--- src/rtl/rr_arbiter_4.sv ---
// Four-way round-robin arbiter with grant hold and a mandatory idle turnaround cycle.
// Define ARB_TIMEOUT_EN to force release after MAX_HOLD grant cycles and pulse timeout.
module rr_arbiter_4 #(
  parameter int NUM_REQ = 4,
  parameter int IDX_W   = 2
`ifdef ARB_TIMEOUT_EN
  ,
  parameter int MAX_HOLD = 8
`endif
) (
  input  logic               clk,
  input  logic               rst,
  input  logic [NUM_REQ-1:0] req,
  input  logic               done,
  output logic [NUM_REQ-1:0] gnt,
  output logic [IDX_W-1:0]   gnt_idx,
  output logic               gnt_valid,
  output logic               timeout
);

  typedef enum logic {
    IDLE  = 1'b0,
    GRANT = 1'b1
  } state_t;

  state_t             state, state_nxt;
  logic [NUM_REQ-1:0] gnt_nxt;
  logic [IDX_W-1:0]   idx_nxt;
  logic [IDX_W-1:0]   ptr, ptr_nxt;
  logic [IDX_W-1:0]   winner;
  logic [IDX_W-1:0]   cand;
  logic               any_req;
  logic               timeout_hit;

  // Rotating-priority scan: the first set request at or after ptr wins.
  always_comb begin
    winner  = '0;
    any_req = 1'b0;
    cand    = '0;
    for (int k = 0; k < NUM_REQ; k++) begin
      cand = ptr + IDX_W'(k);
      if (!any_req && req[cand]) begin
        winner  = cand;
        any_req = 1'b1;
      end
    end
  end

`ifdef ARB_TIMEOUT_EN
  logic [7:0] hold_cnt, hold_nxt;
  logic       timeout_q, timeout_nxt;

  assign timeout_hit = (state == GRANT) && (hold_cnt == 8'(MAX_HOLD - 1));
  assign timeout     = timeout_q;

  // hold_cnt restarts at zero on every new grant and saturates at 255.
  always_comb begin
    hold_nxt    = hold_cnt;
    timeout_nxt = 1'b0;
    if (state == IDLE) begin
      hold_nxt = '0;
    end else begin
      timeout_nxt = timeout_hit;
      if (hold_cnt != 8'hFF) hold_nxt = hold_cnt + 8'd1;
    end
  end

  always_ff @(posedge clk or posedge rst) begin
    if (rst) begin
      hold_cnt  <= '0;
      timeout_q <= 1'b0;
    end else begin
      hold_cnt  <= hold_nxt;
      timeout_q <= timeout_nxt;
    end
  end
`else
  assign timeout_hit = 1'b0;
  assign timeout     = 1'b0;
`endif

  // A released grant always returns to IDLE, giving one turnaround cycle between owners.
  always_comb begin
    state_nxt = state;
    gnt_nxt   = gnt;
    idx_nxt   = gnt_idx;
    ptr_nxt   = ptr;
    case (state)
      IDLE: begin
        if (any_req) begin
          state_nxt = GRANT;
          gnt_nxt   = NUM_REQ'(1) << winner;
          idx_nxt   = winner;
          ptr_nxt   = winner + IDX_W'(1);
        end
      end
      GRANT: begin
        if (done || !req[gnt_idx] || timeout_hit) begin
          state_nxt = IDLE;
          gnt_nxt   = '0;
        end
      end
      default: begin
        state_nxt = IDLE;
        gnt_nxt   = '0;
      end
    endcase
  end

  always_ff @(posedge clk or posedge rst) begin
    if (rst) begin
      state   <= IDLE;
      gnt     <= '0;
      gnt_idx <= '0;
      ptr     <= '0;
    end else begin
      state   <= state_nxt;
      gnt     <= gnt_nxt;
      gnt_idx <= idx_nxt;
      ptr     <= ptr_nxt;
    end
  end

  assign gnt_valid = (state == GRANT);

endmodule

--- config.mk ---
export PLATFORM = sky130hd
export DESIGN_NAME = rr_arbiter_4
export DESIGN_NICKNAME = d
export VERILOG_FILES = /design/src/rtl/rr_arbiter_4.sv
export SDC_FILE = /design/constraint.sdc
export NUM_CORES = 1
export LEC_CHECK = 0
export CAP_MARGIN = 25
export CORE_MARGIN = 1
export CORE_UTILIZATION = 41
export DETAILED_ROUTE_END_ITERATION = 10
export GPL_TIMING_DRIVEN = 1
export PLACE_DENSITY = 0.78
export SKIP_CTS_REPAIR_TIMING = 1
export SLEW_MARGIN = 15
export SYNTH_ARGS = -nofsm -noshare
export SYNTH_HDL_FRONTEND = slang
export SYNTH_SLANG_ARGS = --single-unit
export TNS_END_PERCENT = 10
--- constraint.sdc ---
create_clock -name clk -period 1.75 [get_ports clk]
set_clock_uncertainty 0.15 [all_clocks]
set_input_delay 0.4375 -clock clk [delete_from_list [all_inputs] [get_ports clk]]
set_output_delay 0.4375 -clock clk [all_outputs]
set_load 0.05 [all_outputs]
==> impl_metrics.json <==
{
  "status": "complete, but fails checks",
  "failed_checks": "setup timing",
  "core_area_um2": 1370,
  "synth_top_cell_area_share": 0.359,
  "finalHoldViolCount": 0,
  "slowest_delay_ps": 550,
  "grt_pass1_wl_um": 2100,
  "wl_um": 1610,
  "internal_power_mw": 1.03,
  "cts_max_path_buffers": 2,
  "cts_htree_levels": 1,
  "nets": 107,
  "post-dp-hpwl_um": 1130,
  "hp-class": "in -> async",
  "synthesis.nets": 76,
  "first_iter_violations": 9,
  "seq_power_share": 0.242,
  "ys_ff_latch": 9,
  "critPathRequiredTime_ps": 1750,
  "ys.flop_type": "dfrtp_1",
  "filler_cell_count": 89,
  "end_kind": "flip-flop",
  "cts_tree": "built",
  "yosysSeqAreaShare": 0.359,
  "portBuffers": 13,
  "ys_top_cells_by_area": "dfrtp_1, ha_1, mux2i_1",
  "p_sw_uw": 829,
  "die_w_um": 41.1,
  "swShare": 0.445,
  "p_clk_frac": 0.095,
  "cp-start-kind": "flip-flop",
  "via_per_inst": 5.75,
  "arrival_ps": 1860,
  "ant_nets": 0,
  "netlist_top_cells_count": "dfrtp_1, inv_1",
  "synth_area_um2": 628,
  "numCtsBuffers": 3,
  "die-area_um2": 1690,
  "root_buffer": "clkbuf_4",
  "clock_sinks": 9,
  "synth.most_common_cell": "dfrtp_1",
  "finalSetupTns_ps": -255,
  "layout-drive-gt1-share": 0.432,
  "drc_errors": 0,
  "row_count": 13,
  "crit_chain": "nand2_1 > a21oi_2 > or4_4 > ha_2 > nand3b_1 > o211ai_1",
  "finalMaxSlewViolations": 0,
  "place_inst": 104,
  "rsz0062_at_grt": "true",
  "grt_max_degree": 10,
  "synth_cell_types": 30,
  "finalSetupViolCount": 3,
  "antenna_found_initial": 0,
  "synthCells": 65,
  "ir_drop_mv": 1.11,
  "power_density_nw_per_um2": 1820,
  "start_util": 0.460,
  "max_freq_mhz": 540,
  "grt_util_all_layers": 0.195,
  "cp_max_fo": 4,
  "finalCritPeriodShare": 1.06,
  "clk_pin_slew_ps": 70,
  "grt_pass1_vias": 478,
  "yosys_warnings": 0,
  "synthArstFlopShare": 1.00,
  "p_total_mw": 1.86,
  "comb_power_share": 0.663,
  "fin_crit_ps": 1850,
  "routedWlPerCell_um": 14.6,
  "critPathKind": "reg -> reg",
  "yosys.area.top_type": "dfrtp_1",
  "syn_area_per_cell_um2": 9.66,
  "n_antenna_cell": 0,
  "vias": 633,
  "setup_slack_ps": -102,
  "p_leak_nw": 0.460,
  "die_y_um": 41.1,
  "slowest_stage": "or4_4",
  "stdcell_count": 110,
  "gr-total-overflow": 0,
  "place_congestion": 0.792,
  "maxCapViolCount": 0,
  "ios": 15,
  "synth_edf_count": 0,
  "clock_latency_ps": 270,
  "dr.pass1.iters": 4,
  "syn2layout_area_growth_pct": 63.3
}
## metrics by stage
| stage | cell area [µm²] | hold slack (ps) | setup slack (ps) | utilization |
|---|---|---|---|---|
| after floorplan | 662 | 115 | -82.8 | - |
| after global placement | 966 | 414 | -726 | 0.707 |
| after detailed placement | 966 | 423 | -750 | 0.707 |
| after CTS | 993 | 276 | -465 | 0.727 |
| after global routing | 1030 | 318 | -149 | 0.751 |
| final | 1030 | 271 | -102 | 0.751 |
## cell usage in the layout (no fill, tap or decap), types with 2 or more instances in the layout
master	count
buf_4	15
dfrtp_1	8
inv_1	7
buf_12	7
nand3b_1	4
or3_1	4
o21ai_0	4
mux2i_1	3
o211ai_1	3
clkbuf_4	3
or4_4	2
nor4_4	2
nand2b_1	2
nor2_1	2
ha_1	2
clkdlybuf4s50_1	2
dlymetal6s2s_1	2
clkbuf_2	2
## final cells by class
cell class              instances  area (µm²)  share of cell area
clock buffers                   3        22.5              0.0220
clock inverters                 1        5.00             0.00488
inverters                       7        26.3              0.0256
multi-input cells              47         419               0.409
flip-flops and latches          9         226               0.221
well taps                      15        18.8              0.0183
repair buffers                 28         308               0.300
## layer usage
layer	up-vias	global-route usage	wire, µm
li1	297	-	-
met1	301	0.275	728
met2	29	0.270	742
met3	6	0.0652	103
met4	0	0.0726	29
met5	-	0	0
## state kept, by name, summed over array words and instances, names as in the netlist
register,cells
gnt,4
gnt_idx,2
ptr,2
gnt_valid,1
## worst max-delay path: cells and delay by family, from the launching register on
family	cells	cell delay (ps)
AND/OR/NAND/NOR	3	750
flip-flops	1	420
AO/OA/AOI/OAI	2	210
adder cells (fa/ha/maj)	1	200
## kinds of logic (layout without fill, tap and decap cells)
| group | Yosys count | after routing | share of synthesized area |
|---|---|---|---|
| flops | 9 | 9 | 0.359 |
| mux | 5 | 5 | 0.0837 |
| other cells | 1 | 1 | 0.00597 |
| fa+ha+maj | 4 | 4 | 0.0797 |
| buf+inv | 9 | 39 | 0.0618 |
| simple gates | 22 | 22 | 0.249 |
| compound gates | 15 | 15 | 0.161 |
## final timing paths
path	from	end	slack [ps]	cells past startpoint
min reg2reg	gnt_valid	gnt_idx[1]	430	1
max	ptr[1]	gnt[0]	-100	6
max reg2reg	ptr[1]	gnt[0]	-100	6
max in group asynchronous	rst	gnt_valid	900	2
min in group clk	gnt_valid	gnt_idx[1]	430	1
min	rst	gnt[0]	270	2
## power by group through the flow
stage                     Combinational [mW]  Clock [mW]  Sequential [mW]
after floorplan                        0.383           0            0.650
after global placement                  1.13           0            0.441
after detailed placement                1.15           0            0.451
after CTS                               1.16       0.180            0.449
after global routing                    1.31       0.189            0.463
final                                   1.23       0.178            0.450
Power figures use the tool's default switching activity.
